===== src/rtl/mem_arb_pkg.sv =====
// ============================================================================
// mem_arb_pkg : shared types and constants for the two-master memory arbiter
// Revision    : 1.0
// ============================================================================
`default_nettype none

package mem_arb_pkg;

  typedef enum logic {
    IDLE = 1'b0,
    BUSY = 1'b1
  } state_t;

  typedef enum logic {
    OWN_M0 = 1'b0,
    OWN_M1 = 1'b1
  } owner_t;

  localparam logic [1:0] GRANT_NONE = 2'b00;

  function automatic logic [1:0] owner_grant(input owner_t owner);
    return (owner == OWN_M0) ? 2'b01 : 2'b10;
  endfunction

endpackage

`default_nettype wire


===== src/rtl/mem_timeout.sv =====
// ============================================================================
// mem_timeout : BUSY wait counter; expired flags the last allowed wait cycle
// Revision    : 1.0
// ============================================================================
`default_nettype none

module mem_timeout #(
  parameter int TIMEOUT = 16
) (
  input  logic clk,
  input  logic reset,
  input  logic clear,
  input  logic tick,
  output logic expired
);

  generate
    if (TIMEOUT == 0) begin : g_disabled
      logic unused_inputs;
      assign unused_inputs = ^{clk, reset, clear, tick};
      assign expired       = 1'b0;
    end else begin : g_enabled
      localparam int            CW    = (TIMEOUT > 1) ? $clog2(TIMEOUT) : 1;
      localparam logic [CW-1:0] LIMIT = CW'(TIMEOUT - 1);

      logic [CW-1:0] count;

      // Saturates at LIMIT so a stalled exit can never wrap the counter.
      always_ff @(posedge clk or negedge reset) begin
        if (!reset) begin
          count <= '0;
        end else if (clear) begin
          count <= '0;
        end else if (tick && (count != LIMIT)) begin
          count <= count + 1'b1;
        end
      end

      assign expired = (count == LIMIT);
    end
  endgenerate

endmodule

`default_nettype wire


===== src/rtl/mem_arbiter.sv =====
// ============================================================================
// mem_arbiter : round-robin two-master / one-slave valid-ready bus arbiter
//               with a watchdog that force-completes unanswered requests
// Revision    : 1.0
// ============================================================================
`default_nettype none

module mem_arbiter
  import mem_arb_pkg::*;
#(
  parameter int          TIMEOUT   = 16,
  parameter logic [31:0] ERR_RDATA = 32'h0000_0000
) (
  input  logic        clk,
  input  logic        reset,

  input  logic        m0_valid,
  input  logic        m0_instr,
  input  logic [31:0] m0_addr,
  input  logic [31:0] m0_wdata,
  input  logic [3:0]  m0_wstrb,
  output logic        m0_ready,
  output logic [31:0] m0_rdata,

  input  logic        m1_valid,
  input  logic        m1_instr,
  input  logic [31:0] m1_addr,
  input  logic [31:0] m1_wdata,
  input  logic [3:0]  m1_wstrb,
  output logic        m1_ready,
  output logic [31:0] m1_rdata,

  output logic        mem_valid,
  output logic        mem_instr,
  output logic [31:0] mem_addr,
  output logic [31:0] mem_wdata,
  output logic [3:0]  mem_wstrb,
  input  logic        mem_ready,
  input  logic [31:0] mem_rdata,

  output logic [1:0]  grant,
  output logic        bus_err
);

  state_t state;
  owner_t owner;
  owner_t last_owner;
  owner_t winner;

  logic        sel_valid;
  logic        sel_instr;
  logic [31:0] sel_addr;
  logic [31:0] sel_wdata;
  logic [3:0]  sel_wstrb;

  logic        busy;
  logic        done_ok;
  logic        abandon;
  logic        expired;
  logic        timed_out;
  logic        finish;
  logic [31:0] resp_data;

  always_comb begin
    winner = OWN_M0;
    if (m0_valid && m1_valid) begin
      winner = (last_owner == OWN_M1) ? OWN_M0 : OWN_M1;
    end else if (m1_valid) begin
      winner = OWN_M1;
    end
  end

  always_comb begin
    sel_valid = m0_valid;
    sel_instr = m0_instr;
    sel_addr  = m0_addr;
    sel_wdata = m0_wdata;
    sel_wstrb = m0_wstrb;
    if (owner == OWN_M1) begin
      sel_valid = m1_valid;
      sel_instr = m1_instr;
      sel_addr  = m1_addr;
      sel_wdata = m1_wdata;
      sel_wstrb = m1_wstrb;
    end
  end

  // A slave acknowledge beats both abandon and watchdog in the same cycle.
  assign busy      = (state == BUSY);
  assign done_ok   = busy & mem_ready;
  assign abandon   = busy & ~sel_valid & ~mem_ready;
  assign timed_out = busy & sel_valid & ~mem_ready & expired;
  assign finish    = done_ok | timed_out;

  mem_timeout #(
    .TIMEOUT (TIMEOUT)
  ) u_timeout (
    .clk     (clk),
    .reset   (reset),
    .clear   (~busy | finish | abandon),
    .tick    (busy & ~mem_ready),
    .expired (expired)
  );

  assign mem_valid = busy & sel_valid & ~timed_out;
  assign mem_instr = busy & sel_instr;
  assign mem_addr  = busy ? sel_addr  : 32'h0;
  assign mem_wdata = busy ? sel_wdata : 32'h0;
  assign mem_wstrb = busy ? sel_wstrb : 4'h0;

  assign resp_data = timed_out ? ERR_RDATA : mem_rdata;
  assign m0_ready  = finish & (owner == OWN_M0);
  assign m1_ready  = finish & (owner == OWN_M1);
  assign m0_rdata  = m0_ready ? resp_data : 32'h0;
  assign m1_rdata  = m1_ready ? resp_data : 32'h0;
  assign bus_err   = timed_out;

  // Abandoned requests leave last_owner alone so fairness is not skewed.
  always_ff @(posedge clk or negedge reset) begin
    if (!reset) begin
      state      <= IDLE;
      owner      <= OWN_M0;
      last_owner <= OWN_M1;
      grant      <= GRANT_NONE;
    end else begin
      case (state)
        IDLE: begin
          if (m0_valid || m1_valid) begin
            owner <= winner;
            grant <= owner_grant(winner);
            state <= BUSY;
          end
        end
        BUSY: begin
          if (finish) begin
            last_owner <= owner;
            grant      <= GRANT_NONE;
            state      <= IDLE;
          end else if (abandon) begin
            grant <= GRANT_NONE;
            state <= IDLE;
          end
        end
        default: begin
          grant <= GRANT_NONE;
          state <= IDLE;
        end
      endcase
    end
  end

endmodule

`default_nettype wire


===== config.mk =====
export PLATFORM = sky130hd
export DESIGN_NAME = mem_arbiter
export DESIGN_NICKNAME = d
export VERILOG_FILES = /design/src/rtl/mem_arb_pkg.sv /design/src/rtl/mem_timeout.sv /design/src/rtl/mem_arbiter.sv
export SDC_FILE = /design/constraint.sdc
export NUM_CORES = 1
export LEC_CHECK = 0
export CAP_MARGIN = 20
export CELL_PAD_IN_SITES_DETAIL_PLACEMENT = 0
export CELL_PAD_IN_SITES_GLOBAL_PLACEMENT = 2
export CORE_MARGIN = 1.5
export CORE_UTILIZATION = 10
export CTS_CLUSTER_DIAMETER = 50
export CTS_CLUSTER_SIZE = 20
export DETAILED_ROUTE_END_ITERATION = 6
export PLACE_DENSITY_LB_ADDON = 0.1
export SYNTH_ARGS = -nofsm -noshare
export SYNTH_HDL_FRONTEND = slang
export SYNTH_SLANG_ARGS = --single-unit
export TNS_END_PERCENT = 5

===== constraint.sdc =====
create_clock -name clk -period 1.4 [get_ports clk]
set_input_delay 0.28 -clock clk [delete_from_list [all_inputs] [get_ports clk]]
set_output_delay 0.28 -clock clk [all_outputs]
set_load 0.02 [all_outputs]

==> metrics.txt <==
htree depth 1; routed length per instance ~16 um; clk_lat worst skew 0.24 ns; Fill cells 2173; register share of total power 5.4%; crit path DAT approximately 1.5 ns; post-synthesis mux area share 35.76%; setup ws final -0.4229 ns; Initial Utilization 10.17%; CP Class reg -> out; Post-synth EDFFs 0; top cells by count, synth 76 x nor2_1, 69 x mux2i_1, 64 x and2_1, 8 x buf_6, 8 x dfrtp_1; Slew @ Worst Pin 0.4781 ns; post-synthesis compound-gate area fraction 3.995%; mean area per synthesized cell 7.308 um2; register area about 230 um2; Synth top area share 35.00%; most frequent cell after synthesis nor2_1; DP Wirelength 10870 um; Req. time, crit path around 1.1 ns; port bufs 313; Die Area 20580 um2; P_int roughly 0.0041 W; Starting DRT DRC Count 61; largest net degree at the start of global routing 47; Peak supply drop 0.0004873 V; share of post-route cells with drive strength above 1 35.14%; Final TNS setup -48.04 ns; fraction of the cycle the final worst path needs 130.2%; RSZ-0062 raised after global routing yes; CTS max path bufs 2; top post-synthesis cells by area mux2i_1 35%, and2_1 20%, nor2_1 14%; combinational power share 88.0%; Post-Syn Area between 1500 and 2000 um2; Synth Area in Simple Gates 38.62%; Syn Nets 446; Buffers & Inverters on Critical Path 4; Worst Path Max Fanout 5; die span in y about 140 um; antenna violations before repair 0; core area slightly below 20000 um2; utilization after layout 29.19%; area leader, netlist mux2i_1; num rows 51; vias in the first global route 3161; root cell of the clock tree clkbuf_16; Post-Synth Adder-Cell Area less than 1%; normalized max-slew margin around two thirds; Critical Path Sink Type output port; sw frac 46.82%; fin crit period 1.823 ns; Final Power 0.007781 W; HP Class in -> async; hold buffers post-CTS 0; share of the yosys chip area belonging to registers 11.48%; TritonRoute pass-1 iters 4; Via-to-Cell Ratio 3.570; Synthesis Warnings 0; Post-Synthesis Cells 270; vias after detailed routing 3120; grt ovf 0; Leak Pwr 2.742 nW; synth-to-layout area growth 186.9%; failing checks setup timing; Die X-Extent about 140 um; CTS sink count 9; Synth Area in XOR/XNOR 0.8878%; multi-input logic area around 1700 um2; Yosys cell types 34; largest family of logic cells by synthesized area simple AND/OR/NAND/NOR gates; GPL Wtd Cong about 0.74; crit-path leading delay family buffers and inverters; outcome finished with violations; Startpoint Class flop; aggregate global-route resource usage 12.24%; power per cell area 1374 nW/um2; CTS tree done; DRC 0; Hold Vio Cnt, Final 0; # Max-Cap Violations 0; top_reg_cell synth dfrtp_1; first-pass GRT wire length 19110 um; drt total wl 13600 um; CP max stage delay 0.50 ns; I/O pins between 300 and 400; Pins Over Slew Limit 0; CP Cell Sequence buf_12 -> buf_16 -> buf_8 -> mux2i_1 -> nor2_1 -> buf_4; post-route ant nets 0; ys async rst share 100.0%; Yosys reg bits 9; P_sw between 0.003 and 0.004 W; Clock power frac 6.6%; n_diodes 0; DP Worst Slack -0.8733 ns; Slowest cell on crit path dfrtp_4; Max Clk Rate 548.6 MHz; Setup Viol. Count Final 144; CTS buffer count 3; Final Skew 0.004127 ns; layout net count 786; Clk pin slew, worst setup/hold paths 0.04 ns
-- per-stage QoR --
step | hold slack [ns] | instance area (um2) | cells
after floorplan | -0.01559 | 1982 | 270
after global placement | 0.5111 | 5510 | 849
after detailed placement | 0.5242 | 5510 | 849
after CTS | 0.3831 | 5456 | 867
after global routing | 0.4076 | 5662 | 874
final | 0.3742 | 5662 | 874
-- power by group through the flow --
| stage | registers [W] | clock network [W] | logic (W) |
|---|---|---|---|
| floorplan | 0.000407 | 0 | 0.00348 |
| global placement | 0.000480 | 0 | 0.00640 |
| detailed placement | 0.000478 | 0 | 0.00637 |
| CTS | 0.000431 | 0.000523 | 0.00673 |
| global route | 0.000435 | 0.000540 | 0.00734 |
| finish | 0.000422 | 0.000511 | 0.00685 |
-- final timing paths --
check | from | to | slack [ns] | depth (start not counted)
min in group clk | last_owner$_DFFE_PN1P_ | last_owner$_DFFE_PN1P_ | 0.53 | 1
hold / removal | reset | u_timeout.g_enabled.count[0]$_DFFE_PN0P_ | 0.37 | 1
setup / recovery | owner$_DFFE_PN0P_ | mem_wdata[28] | -0.42 | 6
max in group asynchronous | reset | owner$_DFFE_PN0P_ | 0.66 | 1
setup reg to reg | owner$_DFFE_PN0P_ | grant[0]$_DFFE_PN0P_ | -0.06 | 5
hold reg to reg | last_owner$_DFFE_PN1P_ | last_owner$_DFFE_PN1P_ | 0.53 | 1
-- routing by layer --
| metal | vias up | part of all wire [%] | global-route usage, % |
|---|---|---|---|
| met5 | - | 0 | 0 |
| met4 | 0 | 0.29 | 0.3759 |
| met3 | 2 | 8.5 | 3.665 |
| met2 | 162 | 58 | 25.96 |
| met1 | 1377 | 33 | 11.94 |
| li1 | 1579 | - | - |
-- registers in the layout, summed over array words and instances (netlist names) --
name                       count
u_timeout.g_enabled.count      4
grant                          2
busy                           1
last_owner                     1
owner                          1
-- cells in the final DEF, fill, tap and decap left out, types with 2 or more instances in the layout --
| cell | instances |
|---|---|
| and3_4 | 5 |
| inv_1 | 3 |
| buf_4 | 126 |
| buf_16 | 4 |
| nand3_1 | 3 |
| and2_4 | 12 |
| clkbuf_16 | 3 |
| buf_2 | 20 |
| dfrtp_1 | 6 |
| buf_12 | 7 |
| clkdlybuf4s50_1 | 173 |
| buf_6 | 20 |
| mux2i_2 | 2 |
| dlygate4sd2_1 | 3 |
| and2_1 | 50 |
| mux2i_1 | 67 |
| nor2_1 | 75 |
| and2_2 | 2 |
-- final cells by class --
| class | count | share of cell area [%] |
|---|---|---|
| clock buffer | 3 | 1.326 |
| clock inverter | 1 | 0.08840 |
| inverter | 4 | 0.3094 |
| multi-input combinational | 238 | 30.14 |
| sequential | 9 | 4.088 |
| tap | 265 | 5.856 |
| timing repair buffer | 354 | 58.19 |
-- cells by family (layout without fill, tap and decap cells) --
family                   Yosys count  after routing
AO/OA/AOI/OAI                     11             11
buffers and inverters             26            362
XOR/XNOR                           2              2
AND/OR/NAND/NOR                  151            154
flip-flops                         9              9
adder cells (fa/ha/maj)            1              1
multiplexers                      70             70
-- what timing repair did --
action | CTS | global route
pin swaps | 6 | 7
setup buffers | 8 | 8
cloned | 6 | 0
setup endpoints to repair | 143 | 144
resized for setup | 647 | 44
No activity file was read; power rests on OpenSTA's default activity.
